<file path="config.mk">
export PLATFORM = sky130hd
export DESIGN_NAME = uart_baud_nco_flat
export DESIGN_NICKNAME = d
export VERILOG_FILES = /design/src/rtl/uart_pkg.sv /design/src/rtl/uart_baud_nco_if.sv /design/src/rtl/uart_tick_div.sv /design/src/rtl/uart_baud_nco.sv /design/src/flat_wrapper.sv
export SDC_FILE = /design/constraint.sdc
export NUM_CORES = 1
export LEC_CHECK = 0
export ABC_AREA = 0
export ABC_CLOCK_PERIOD_IN_PS = 2400
export CAP_MARGIN = 20
export CORE_MARGIN = 5
export CORE_UTILIZATION = 50
export DETAILED_ROUTE_END_ITERATION = 10
export PLACE_DENSITY_LB_ADDON = 0.2
export SLEW_MARGIN = 20
export SYNTH_ARGS = -nofsm -noshare
export SYNTH_HDL_FRONTEND = slang
export SYNTH_SLANG_ARGS = --single-unit
</file>
<file path="constraint.sdc">
create_clock -name sys_clk -period 2.4 [get_ports sys_clk]
set_clock_uncertainty 0.2 [all_clocks]
set_input_delay 0.48 -clock sys_clk [delete_from_list [all_inputs] [get_ports sys_clk]]
set_output_delay 0.48 -clock sys_clk [all_outputs]
set_load 0.02 [all_outputs]
</file>
<file path="src/rtl/uart_pkg.sv">
// Shared definitions for the UART baud-tick generator: default sizing and the
// phase-increment calculation used to set the reset-time baud rate.
package uart_pkg;

   localparam int OS_DEFAULT    = 16;
   localparam int ACC_W_DEFAULT = 24;

   // Rounded NCO increment: round(baud * os * 2^acc_w / (clk_mhz * 1e6)).
   // Evaluated at elaboration; 64-bit intermediates keep the numerator exact
   // for acc_w up to 31 at realistic baud rates.
   function automatic logic [31:0] calc_inc(input int clk_mhz,
                                            input int baud,
                                            input int os,
                                            input int acc_w);
      longint unsigned num;
      longint unsigned den;
      num = 64'(baud) * 64'(os);
      num = num << acc_w;
      den = 64'(clk_mhz) * 64'd1_000_000;
      return 32'((num + den / 64'd2) / den);
   endfunction

endpackage

</file>
<file path="src/rtl/uart_baud_nco_if.sv">
// Control/tick bundle between the UART control logic (master) and the baud
// tick generator (slave).
interface uart_baud_nco_if
   import uart_pkg::*;
   #(parameter int ACC_W = ACC_W_DEFAULT)
   ();

   logic             en;
   logic             cfg_load;
   logic [ACC_W-1:0] cfg_inc;
   logic             rx_sync;
   logic             os_tick;
   logic             tx_tick;
   logic             rx_sample_tick;

   modport master (
      output en, cfg_load, cfg_inc, rx_sync,
      input  os_tick, tx_tick, rx_sample_tick
   );

   modport slave (
      input  en, cfg_load, cfg_inc, rx_sync,
      output os_tick, tx_tick, rx_sample_tick
   );

endinterface

</file>
<file path="src/rtl/uart_tick_div.sv">
// Modulo-MOD counter of oversample ticks. clr restarts the phase and wins over
// adv; wrap flags the tick that takes the count from MOD-1 back to 0.
module uart_tick_div #(
   parameter  int MOD   = 16,
   localparam int CNT_W = $clog2(MOD)
) (
   input  logic             sys_clk,
   input  logic             sys_rst,
   input  logic             clr,
   input  logic             adv,
   output logic [CNT_W-1:0] cnt,
   output logic             wrap
);

   localparam logic [CNT_W-1:0] LAST = CNT_W'(MOD - 1);

   // Phase counter: reset/clear to 0, otherwise step on each advance.
   // NOTE: sequential state uses <= so every flop samples pre-edge values.
   always_ff @(posedge sys_clk) begin
      if (sys_rst) begin
         cnt <= '0;
      end else if (clr) begin
         cnt <= '0;
      end else if (adv) begin
         cnt <= (cnt == LAST) ? '0 : cnt + CNT_W'(1);
      end
   end

   assign wrap = adv && (cnt == LAST);

endmodule

</file>
<file path="src/rtl/uart_baud_nco.sv">
// Fractional baud-tick generator. A phase accumulator adds inc every enabled
// cycle; its carry is the oversample tick. Two tick counters derive the TX
// bit tick and the RX mid-bit sample strobe, the latter re-phased by rx_sync.
module uart_baud_nco
   import uart_pkg::*;
   #(
   parameter int CLK_FRE    = 50,
   parameter int BAUD_RATE  = 115200,
   parameter int OVERSAMPLE = OS_DEFAULT,
   parameter int ACC_W      = ACC_W_DEFAULT
) (
   input  logic           sys_clk,
   input  logic           sys_rst,
   uart_baud_nco_if.slave bus
);

   localparam logic [31:0]      DEF_INC_FULL = calc_inc(CLK_FRE, BAUD_RATE, OVERSAMPLE, ACC_W);
   localparam logic [ACC_W-1:0] DEF_INC      = DEF_INC_FULL[ACC_W-1:0];
   localparam int               CNT_W        = $clog2(OVERSAMPLE);
   localparam logic [CNT_W-1:0] RX_MID       = CNT_W'(OVERSAMPLE / 2 - 1);

   logic [ACC_W-1:0] acc;
   logic [ACC_W-1:0] inc;
   logic [ACC_W:0]   sum;
   logic             os_tick;
   logic [CNT_W-1:0] tx_div;
   logic [CNT_W-1:0] rx_ph;
   logic             tx_wrap;
   logic             rx_wrap_unused;

   assign sum = {1'b0, acc} + {1'b0, inc};

   // Accumulator, increment register and registered carry. Reset beats a
   // load, a load beats en; a frozen generator emits no tick.
   always_ff @(posedge sys_clk) begin
      if (sys_rst) begin
         acc     <= '0;
         inc     <= DEF_INC;
         os_tick <= 1'b0;
      end else if (bus.cfg_load) begin
         acc     <= '0;
         inc     <= bus.cfg_inc;
         os_tick <= 1'b0;
      end else if (bus.en) begin
         acc     <= sum[ACC_W-1:0];
         os_tick <= sum[ACC_W];
      end else begin
         os_tick <= 1'b0;
      end
   end

   // TX bit phase: only a reload restarts it, so RX resync never moves TX.
   // Counters advance on an emitted os_tick even if en has just dropped, so
   // a tick already seen downstream is always accounted for exactly once.
   uart_tick_div #(.MOD(OVERSAMPLE)) u_tx_div (
      .sys_clk (sys_clk),
      .sys_rst (sys_rst),
      .clr     (bus.cfg_load),
      .adv     (os_tick),
      .cnt     (tx_div),
      .wrap    (tx_wrap)
   );

   // RX sample phase: a start-bit sync forces 0 even on a tick cycle. The
   // wrap output is not needed; RX samples at the bit midpoint instead.
   uart_tick_div #(.MOD(OVERSAMPLE)) u_rx_ph (
      .sys_clk (sys_clk),
      .sys_rst (sys_rst),
      .clr     (bus.cfg_load | bus.rx_sync),
      .adv     (os_tick),
      .cnt     (rx_ph),
      .wrap    (rx_wrap_unused)
   );

   assign bus.os_tick        = os_tick;
   assign bus.tx_tick        = tx_wrap;
   assign bus.rx_sample_tick = os_tick && (rx_ph == RX_MID);

endmodule
</file>
<file path="src/flat_wrapper.sv">
// flat-port wrapper written by rule: the top's interface ports become plain ports
module uart_baud_nco_flat import uart_pkg::*;
#(
   parameter int CLK_FRE    = 50,
   parameter int BAUD_RATE  = 115200,
   parameter int OVERSAMPLE = OS_DEFAULT,
   parameter int ACC_W      = ACC_W_DEFAULT
)
  (sys_clk, sys_rst, bus_en, bus_cfg_load, bus_cfg_inc, bus_rx_sync, bus_os_tick, bus_tx_tick, bus_rx_sample_tick);
  uart_baud_nco_if #(.ACC_W(ACC_W)) bus_i ();
  input  logic sys_clk;
  input  logic sys_rst;
  input wire logic [$bits(bus_i.en)-1:0] bus_en;
  input wire logic [$bits(bus_i.cfg_load)-1:0] bus_cfg_load;
  input wire logic [$bits(bus_i.cfg_inc)-1:0] bus_cfg_inc;
  input wire logic [$bits(bus_i.rx_sync)-1:0] bus_rx_sync;
  output wire logic [$bits(bus_i.os_tick)-1:0] bus_os_tick;
  output wire logic [$bits(bus_i.tx_tick)-1:0] bus_tx_tick;
  output wire logic [$bits(bus_i.rx_sample_tick)-1:0] bus_rx_sample_tick;
  assign bus_i.en = bus_en;
  assign bus_i.cfg_load = bus_cfg_load;
  assign bus_i.cfg_inc = bus_cfg_inc;
  assign bus_i.rx_sync = bus_rx_sync;
  assign bus_os_tick = bus_i.os_tick;
  assign bus_tx_tick = bus_i.tx_tick;
  assign bus_rx_sample_tick = bus_i.rx_sample_tick;
  uart_baud_nco #(.CLK_FRE(CLK_FRE), .BAUD_RATE(BAUD_RATE), .OVERSAMPLE(OVERSAMPLE), .ACC_W(ACC_W)) u_core (.sys_clk(sys_clk), .sys_rst(sys_rst), .bus(bus_i));
endmodule
</file>
After elaboration in Yosys (flattened, before gate mapping)
Cells that the tools add are included.
{ "totals": {"ram_bits": 0, "rom_bits": 0, "regBits": 57, "mem_count": 0, "elab_cells": 20, "out_inout_bits": 3, "in_bits": 29, "latch_bits": 0} }
{ "classes": {"n_reduce_logical": 5, "magnitude_cmp": 0, "mux": 2, "n_addsub": 3, "n_mul": 0, "div": 0, "shifts": 0, "bitwise_logic": 2, "eq_ne": 3} }
{ "op_table": {"columns": ["operator", "n"], "rows": [
  ["$add 24x24->25", 1],
  ["$add 4x1->4 const B", 2],
  ["$eq 4x4->1 const B", 2],
  ["$mux 4", 2],
  ["$eq 4x3->1 const B", 1],
  ["$reduce_or 2->1", 2],
  ["$reduce_or 3->1", 1],
  ["$logic_and 1x1->1", 2],
  ["$not 1->1", 1],
  ["$or 1x1->1", 1]
]} }

Longest topological paths before layout
Gate-level depths: netlist of the first run.
{ "logic_depth": {"ltp_word": 2, "ltp_mapped": 9} }

Cells and area by module
A second synthesis of the first run with hierarchy kept.
{ "unflattened": {"cells_unflattened": 414, "hier_area_um2": 3528.4} }
{ "by_module_without_submodules": {"columns": ["mod", "area_each_um2", "instances", "seq_area_each_um2", "cells_per_inst"], "rows": [
  ["uart_baud_nco", 3180.6, 1, 980.9, 380],
  ["uart_tick_div", 173.9, 2, 80.1, 17]
]} }

Least setup slack after synthesis of the first run
OpenSTA, ideal clock, no wires.
{ "synth_path": {"path_kind": "register to register", "startpoint": "reg u_core.inc[0]", "endpoint": "reg u_core.acc[18]", "setup_slack_ns": -0.057, "t_arrival_ns": 2.134, "path_buffers": 0, "period_less_slack_ns": 2.457, "path_stages_with_launch": 10, "setup_time_ns": 0.123, "t_required_ns": 2.077, "path_cell_list": "dfxtp_1 -> ha_1 -> fa_1 -> a21oi_1 -> o21ai_1 -> a21o_2 -> a311o_1 -> a21boi_2 -> xor2_1 -> o21ai_1"} }
{ "synth_via": {"elab_chain_len": 1} }
{ "synth_rtl": {"columns": ["element", "line_no", "source"], "rows": [
  ["start: declaration", "uart_baud_nco.sv:23", "logic [ACC_W-1:0] inc;"],
  ["start signal: assignment", "uart_baud_nco.sv:42", "inc <= bus.cfg_inc;"],
  ["$add 24x24->25", "uart_baud_nco.sv:31", "assign sum = {1'b0, acc} + {1'b0, inc};"],
  ["end signal: assignment", "uart_baud_nco.sv:45", "acc <= sum[ACC_W-1:0];"],
  ["end: declaration", "uart_baud_nco.sv:22", "logic [ACC_W-1:0] acc;"]
]} }
Every way passes these cells.
A chain may end at the register's enable or synchronous reset.

Worst setup path after layout of the first run
{ "layout_path": {"startpoint": "reg u_core.acc[0]", "endpoint": "reg u_core.acc[18]"} }
{ "layout_via": {"elab_chain_len": 1} }
{ "layout_rtl": {"columns": ["element", "line_no"], "rows": [
  ["$add 24x24->25", "uart_baud_nco.sv:31"]
]} }
Every way passes these cells.

==> results of run 1 <==
[worst paths after layout]
kind	start	to	slack, ns	depth (start not counted)
setup reg to reg	u_core.acc[0]	u_core.acc[18]	-0.01	9
setup / recovery	u_core.acc[0]	u_core.acc[18]	-0.01	9
hold reg to reg	u_core.acc[23]	u_core.acc[23]	0.26	2
hold / removal	u_core.acc[23]	u_core.acc[23]	0.26	2
[flip-flops by register name, indices dropped and copies added, names as in the netlist]
name	flops
u_core.u_rx_ph.cnt	4
u_core.bus.os_tick	1
u_core.inc	24
u_core.u_tx_div.cnt	4
u_core.acc	24
[per-stage QoR]
step	cell area [µm²]	power, mW
final	4310	2.55
after global routing	4310	2.71
after CTS	4170	2.52
after detailed placement	3950	1.65
after global placement	3950	1.63
after floorplan	3380	1.45
[metal layers]
metal / global-route usage [%] / part of all wire (%)
met4: 8.91 / 1.7
met3: 4.51 / 5.5
met2: 31.6 / 46
met1: 27.3 / 47
met5: 0 / 0
[placed cells by master (no fill, tap or decap), types with 15 or more instances in the layout]
| cell type | count |
|---|---|
| buf_4 | 38 |
| dfxtp_1 | 54 |
| a21oi_1 | 17 |
| nor2b_1 | 16 |
| clkdlybuf4s50_1 | 28 |
| nor2_1 | 40 |
| xor2_1 | 16 |
| a211o_1 | 15 |
| mux2i_1 | 25 |
| ha_1 | 21 |
| nand2_1 | 22 |
[logic make-up after synthesis]
| kind of cell | synth area share (%) |
|---|---|
| buf+inv | 3.15 |
| compound gates | 22.0 |
| mux | 7.42 |
| simple gates | 17.4 |
| xor+xnor | 5.97 |
| fa+ha+maj | 10.2 |
| flops | 33.8 |
[cell type report]
cell class,count,area share [%]
well taps,80,2.32
multi-input cells,291,52.2
clock buffers,14,4.24
flip-flops and latches,57,26.6
clock inverters,2,0.232
repair buffers,70,14.0
inverters,5,0.436
[power by group]
| part | total [mW] | internal (mW) | switching (mW) |
|---|---|---|---|
| clock | 0.857 | 0.484 | 0.373 |
| sequential | 1.03 | 0.997 | 0.0327 |
| combinational | 0.667 | 0.324 | 0.342 |
[worst max-delay path, cell delays in order, from the launching register on]
cell      delay (ns)
dfxtp_2         0.33
ha_4            0.16
fa_2            0.36
a21oi_2         0.17
o21ai_1         0.08
a21o_2          0.24
a311o_1         0.35
a21boi_2        0.17
xor2_1          0.17
o21ai_1         0.07
[timing repair]
item,CTS,global route
buffers inserted,0,5
pin swaps,9,10
gates resized for setup,8,18
endpoints found under the setup margin,9,14
==> flow_summary.json, run 1 <==
{
  "outcome": "finished, violations left",
  "violations": "setup timing",
  "cts.path.max_buffers": 2,
  "fmax_mhz": 415,
  "cp.required_ns": 2.43,
  "endpoint_kind": "flop",
  "cts.sinks": 57,
  "layout.nets": 490,
  "ir_worst_vdd_mv": 0.413,
  "drc_errors": 0,
  "power_density_nw_per_um2": 592,
  "netlist_top_cells_count": "dfxtp_1, nor2_1, ha_1, mux2i_1, nand2_1",
  "die_h_um": 92.2,
  "arrival_ns": 2.44,
  "start_util_pct": 50.5,
  "finalSetupViolations": 1,
  "static-leakage-power_nw": 1.86,
  "track_usage_pct": 20.5,
  "worstSetupPathType": "flop to flop",
  "netlist_area_um2": 3370,
  "grt_pass1_wl_um": 13800,
  "ios": 32,
  "hold_class": "flop to flop",
  "drive_gt1_share_pct": 20.3,
  "postRouteAntennaNets": 0,
  "fillers": 582,
  "worst_pin_slew_ns": 0.507,
  "yosysTopAreaCell": "dfxtp_1",
  "port-buffer-count": 31,
  "cts_max_level": 3,
  "clock_latency_ns": 0.34,
  "netlist_instances": 373,
  "max-slew-margin-rel_pct": 66.1,
  "dp_slack_ns": -0.128,
  "period_share_pct": 100,
  "multi_input_area_um2": 2250,
  "drt-vias-per-instance": 5.74,
  "syn_area_per_cell_um2": 9.05,
  "design.die.area_um2": 8490,
  "gp_congestion": 0.882,
  "synthTopCellsByArea": "dfxtp_1, ha_1, mux2i_1",
  "coreArea_um2": 6680,
  "regArea_um2": 1140,
  "ys_seq_area_share_pct": 33.8,
  "first_pass_iters": 4,
  "async_reset_ff_share_pct": 0,
  "path_clk_slew_ns": 0.07,
  "cts_buffers": 9,
  "yosysMostFrequentCell": "dfxtp_1",
  "yosysTopAreaCellShare_pct": 33.8,
  "instances_no_fill": 519,
  "crit_fanout": 4,
  "vias": 2979,
  "maxCapViolCount": 0,
  "syn_to_final_growth_pct": 27.7,
  "antenna_cells": 0,
  "place_inst": 498,
  "drt_iter0_markers": 129,
  "fp.dieW_um": 92.2,
  "synth-main-ff-cell": "dfxtp_1",
  "utilization_pct": 64.5,
  "yosys_warnings": 0,
  "synth_edf_count": 0,
  "setup-tns-final_ns": -0.0108,
  "cts_tree": "yes",
  "rsz0062_at_grt": "yes",
  "finalHoldViolations": 0,
  "yosysUniqueCellTypes": 59,
  "grt_pass1_vias": 2868,
  "route.final.wire_length_um": 8290,
  "cts_hold_buf": 0,
  "crit_path_start_kind": "flop",
  "slew_viol_final": 0,
  "ys_ff_latch": 57,
  "globalRoute.totalOverflow": 0,
  "num_rows": 30,
  "final.min_clock_period_ns": 2.41,
  "fin_ws_ns": -0.0108,
  "grt_max_degree": 24,
  "antenna_found_initial": 0,
  "hpwl_um": 6010,
  "worst_hold_slack_ns": 0.257,
  "synth_nets": 429,
  "cts-root-buf": "clkbuf_8",
  "wl_per_cell_um": 16.0
}
Note: power is estimated with default switching activity, not from simulation.
==> run 2, diff against run 1 <==
ABC_CLOCK_PERIOD_IN_PS = 3100   (was 2400)
clock period = 3.1 ns   (was 2.4 ns; I/O delays follow)
==> run 2 against run 1 <==
The flow now finishes without violations. Worst hold slack about the same. Combinational power decreased by 37%. Setup slack improved by 0.43 ns. Sequential power decreased by 23%. Critical path depth unchanged. Non-clock buffer count decreased by 34. Wire length decreased by 13%. Clock power decreased by 15%. Power decreased by 24%. Critical endpoint is now u_core.acc[22]. Largest power group unchanged.
==> flow_summary.json, run 2 (synthesis results as in run 1) <==
{
  "stdcell_area_um2": 3940,
  "first_pass_iters": 4,
  "worst_hold_slack_ns": 0.257,
  "gp_congestion": 0.869,
  "hold_class": "flop to flop",
  "postRouteAntennaNets": 0,
  "final_common_cell": "dfxtp_1",
  "place_inst": 469,
  "grt.met1_usage_pct": 23.5,
  "route.final.wire_length_um": 7250,
  "mostFrequentLayoutCells": "dfxtp_1, nor2_1, clkdlybuf4s50_1",
  "regArea_um2": 1140,
  "static-leakage-power_nw": 1.65,
  "place_area_um2": 3730,
  "arrival_ns": 2.70,
  "vias": 2739,
  "path_clk_slew_ns": 0.06,
  "cts_hold_buf": 0,
  "die_h_um": 92.2,
  "coreArea_um2": 6680,
  "startpoint": "u_core.inc[0]",
  "clkPwrFrac_pct": 37.5,
  "endpoint_kind": "flop",
  "slew_viol_final": 0,
  "fillers": 608,
  "fmax_mhz": 373,
  "power_density_nw_per_um2": 492,
  "reg.largest.list": "u_core.acc (24), u_core.inc (24)",
  "switching_share_pct": 27.9,
  "cts_tree": "yes",
  "outcome": "completed",
  "start_util_pct": 50.5,
  "finalHoldViolations": 0,
  "grt_pass1_vias": 2663,
  "multi_input_area_um2": 2130,
  "grt_max_degree": 39,
  "finalSetupViolations": 0,
  "cts.sinks": 57,
  "max-slew-margin-rel_pct": 60.1,
  "power_switching_mw": 0.541,
  "drive_gt1_share_pct": 9.38,
  "ios": 32,
  "layout.nets": 456,
  "busiest_layer": "met2",
  "worst_pin_slew_ns": 0.583,
  "seqPwrFrac_pct": 40.9,
  "drt-vias-per-instance": 5.65,
  "globalRoute.totalOverflow": 0,
  "dp_slack_ns": 0.439,
  "cts_max_level": 3,
  "crit_fanout": 4,
  "design.die.area_um2": 8490,
  "setup-tns-final_ns": 0,
  "grt_pass1_wl_um": 12200,
  "cts_buffers": 9,
  "internal_power_mw": 1.40,
  "wl_per_cell_um": 14.9,
  "period_share_pct": 86.5,
  "use_met3_pct": 3.61,
  "cts_resized": 0,
  "r2r_slack_ns": 0.42,
  "postCtsSetupRepairBufs": 0,
  "track_usage_pct": 18.3,
  "antenna_cells": 0,
  "final.min_clock_period_ns": 2.68,
  "syn_to_final_growth_pct": 16.7,
  "p_comb_share_pct": 21.6,
  "drc_errors": 0,
  "clock_latency_ns": 0.34,
  "drt_iter0_markers": 106,
  "antenna_found_initial": 0,
  "cts-root-buf": "clkbuf_8",
  "instances_no_fill": 485,
  "cp.required_ns": 3.12,
  "use_met2_pct": 29.0,
  "num_rows": 30,
  "fp.dieW_um": 92.2,
  "total_power_mw": 1.94,
  "fin_ws_ns": 0.418,
  "crit-reg2reg-launch": "u_core.inc[0]",
  "crit_path_start_kind": "flop",
  "maxCapViolCount": 0,
  "hpwl_um": 5300,
  "ir_worst_vdd_mv": 0.333,
  "hp-start": "u_core.acc[22]",
  "utilization_pct": 58.9,
  "rsz0062_at_grt": "no",
  "worstSetupPathType": "flop to flop",
  "cts.path.max_buffers": 2,
  "port-buffer-count": 31
}
[run 2: cell types whose count changed in the layout (fill, tap and decap cells not counted), moves of 2 or more]
cell,delta
ha_2,-2
clkdlybuf4s50_1,+2
a21oi_2,-2
ha_4,-3
ha_1,+5
dfxtp_1,+3
dfxtp_2,-3
a21oi_1,+3
buf_4,-33
[run 2: routing by layer]
| metal | part of all wire (%) | up-vias |
|---|---|---|
| met5 | 0 | - |
| met4 | 2.2 | 0 |
| met3 | 5.3 | 15 |
| met2 | 44 | 66 |
| met1 | 49 | 1250 |
| li1 | - | 1408 |
[run 2: path summary, 6_finish.rpt]
path,end,depth (start not counted)
max,u_core.acc[22],9
min,u_core.acc[22],2
max reg2reg,u_core.acc[22],9
min reg2reg,u_core.acc[22],2
[run 2: cell type report]
class	instances	share of cell area (%)
clock inverter	2	0.890
clock buffer	14	4.39
tap	80	2.54
inverter	5	0.477
multi-input combinational	291	54.0
timing repair buffer	36	8.71
sequential	57	29.0
[run 2: power groups by stage]
stage                     clock [mW]  sequential [mW]  combinational (mW)
after global placement             0            0.809               0.412
after floorplan                    0            0.802               0.321
after CTS                      0.743            0.793               0.418
after detailed placement           0            0.809               0.415
final                          0.726            0.793               0.419
after global routing           0.776            0.798               0.468
[run 2: worst max-delay path: stages, from the launching register on]
cell and delay (ns):
dfxtp_1 0.31, ha_1 0.23, fa_1 0.42, a21oi_1 0.22, o21ai_1 0.10, a21o_2 0.26
a311o_1 0.41, a21oi_2 0.18, xor2_1 0.16, o21ai_1 0.07
==> run 3, diff against run 2 <==
DONT_BUFFER_PORTS = 1   (was unset)
==> run 3 against run 2 <==
Core utilization is 5.5 points lower. Die area unchanged. Wire length shrank 0.86%. Worst hold slack got worse by 0.11 ns. Via count shrank 1.6%. Combinational power down 14%. Global-route usage shrank 0.12 points. Sequential power about the same. Non-clock buffer count shrank 35. Critical path depth unchanged. Power is 7.0% lower. Maximum frequency rose by 2.3%.
==> flow_summary.json, run 3 (synthesis results as in run 1) <==
{
  "cpLargestDelayFamily": "compound AO/OA/AOI/OAI gates",
  "seqPwrFrac_pct": 44.0,
  "power_density_nw_per_um2": 505,
  "p_comb_share_pct": 19.9,
  "finalHoldViolations": 0,
  "rr_worst_depth": 9,
  "antenna_found_initial": 0,
  "ir_worst_vdd_mv": 0.259,
  "fmax_mhz": 381,
  "r2r_slack_ns": 0.48,
  "final.min_clock_period_ns": 2.62,
  "final_common_cell": "dfxtp_1",
  "finalSetupViolations": 0,
  "static-leakage-power_nw": 1.49,
  "endpoint_kind": "flop",
  "fin_ws_ns": 0.478,
  "regArea_um2": 1140,
  "cts-root-buf": "clkbuf_8",
  "mostFrequentLayoutCells": "dfxtp_1, nor2_1, ha_1",
  "design.die.area_um2": 8490,
  "maxCapViolCount": 0,
  "r2r_end": "u_core.acc[22]",
  "switching_share_pct": 28.4,
  "clock_latency_ns": 0.34,
  "track_usage_pct": 18.1,
  "cts_tree": "yes",
  "crit-reg2reg-launch": "u_core.inc[0]",
  "multi_input_area_um2": 2130,
  "drc_errors": 0,
  "dp_slack_ns": 0.482,
  "postCtsSetupRepairBufs": 0,
  "internal_power_mw": 1.29,
  "rsz0062_at_grt": "no",
  "fp.dieW_um": 92.2,
  "vias": 2694,
  "worstSetupPathType": "flop to flop",
  "ios": 32,
  "clkPwrFrac_pct": 36.1,
  "antenna_cells": 0,
  "globalRoute.totalOverflow": 0,
  "cts_buffers": 9,
  "hold_class": "primary input to flop",
  "reg.largest.list": "u_core.acc (24), u_core.inc (24)",
  "crit_path_frequent_cell": "o21ai_1",
  "max_stage_delay_ns": 0.40,
  "layout.nets": 421,
  "crit_buf_inv": 0,
  "cts.path.max_buffers": 2,
  "outcome": "completed",
  "cts_hold_buf": 0,
  "drt-vias-per-instance": 6.00,
  "die_h_um": 92.2,
  "worst-path-stages": 9,
  "coreArea_um2": 6680,
  "period_share_pct": 84.6,
  "grt_max_degree": 41,
  "start_util_pct": 50.5,
  "cts_max_level": 3,
  "total_power_mw": 1.80,
  "cp.required_ns": 3.12,
  "crit_path_start_kind": "flop",
  "endpoint": "u_core.acc[22]",
  "worst_pin_slew_ns": 0.614,
  "drive_gt1_share_pct": 8.67,
  "cts.sinks": 57,
  "crit_chain": "ha_1, fa_1, a21oi_1, o21ai_1, a21o_2, a311o_1, a21oi_2, xor2_1, o21ai_1",
  "grt_pass1_vias": 2562,
  "place_area_um2": 3390,
  "cts_resized": 0,
  "fillers": 615,
  "max-slew-margin-rel_pct": 58.0,
  "wl_per_cell_um": 16.0,
  "gp_congestion": 0.890,
  "first_pass_iters": 4,
  "slew_viol_final": 0,
  "arrival_ns": 2.64,
  "power_switching_mw": 0.512,
  "hpwl_um": 5100,
  "port-buffer-count": 0,
  "grt_pass1_wl_um": 12100,
  "crit_fanout": 4,
  "path_clk_slew_ns": 0.06,
  "stdcell_area_um2": 3570,
  "num_rows": 30,
  "setup-tns-final_ns": 0,
  "cpMaxStageDelayCell": "fa_1",
  "route.final.wire_length_um": 7190,
  "drt_iter0_markers": 138,
  "startpoint": "u_core.inc[0]",
  "syn_to_final_growth_pct": 5.82,
  "postRouteAntennaNets": 0
}
run 3: how the worst min path moves through the flow:
| stage | from | endpoint | slack (ns) | cells after the start |
|---|---|---|---|---|
| CTS | sys_rst | u_core.inc[12] | 0.13 | 1 |
| detailed placement | u_core.acc[22] | u_core.acc[22] | 0.24 | 2 |
| finish | bus_rx_sync | u_core.u_rx_ph.cnt[2] | 0.15 | 1 |
| global route | sys_rst | u_core.inc[12] | 0.12 | 1 |
| floorplan | u_core.acc[21] | u_core.acc[21] | 0.23 | 2 |
| global placement | u_core.acc[17] | u_core.acc[17] | 0.24 | 2 |
run 3: layout make-up:
class,count,area share (%)
timing repair buffer,1,0.210
clock buffer,11,3.68
tap,80,2.80
inverter,5,0.526
multi-input combinational,291,59.6
clock inverter,4,1.26
sequential,57,32.0
run 3: worst reg2reg max path: cells and delay by family, from the launching register on:
family | cells | cell delay (ns)
DFF | 1 | 0.31
AOI/OAI and AO/OA | 6 | 1.23
adders and majority gates | 2 | 0.62
xor gates and xnor gates | 1 | 0.16
run 3: power by group through the flow:
stage | clock network (mW) | registers, mW | logic [mW]
global route | 0.709 | 0.798 | 0.402
global placement | 0 | 0.808 | 0.350
detailed placement | 0 | 0.809 | 0.354
CTS | 0.670 | 0.794 | 0.358
finish | 0.651 | 0.794 | 0.359
floorplan | 0 | 0.802 | 0.321
run 3: metrics by stage:
step	hold WS (ns)	cells	utilization (%)
global route	0.116	449	53.4
global placement	0.240	434	50.8
finish	0.148	449	53.4
floorplan	0.231	373	-
detailed placement	0.245	434	50.8
CTS	0.130	449	53.4
run 3: routing by layer:
metal	track usage, %	up-vias	routed length [µm]
met3	6.73	17	360
li1	-	1346	-
met4	8.04	0	172
met2	27.2	58	3220
met1	23.2	1273	3430
met5	0	-	0
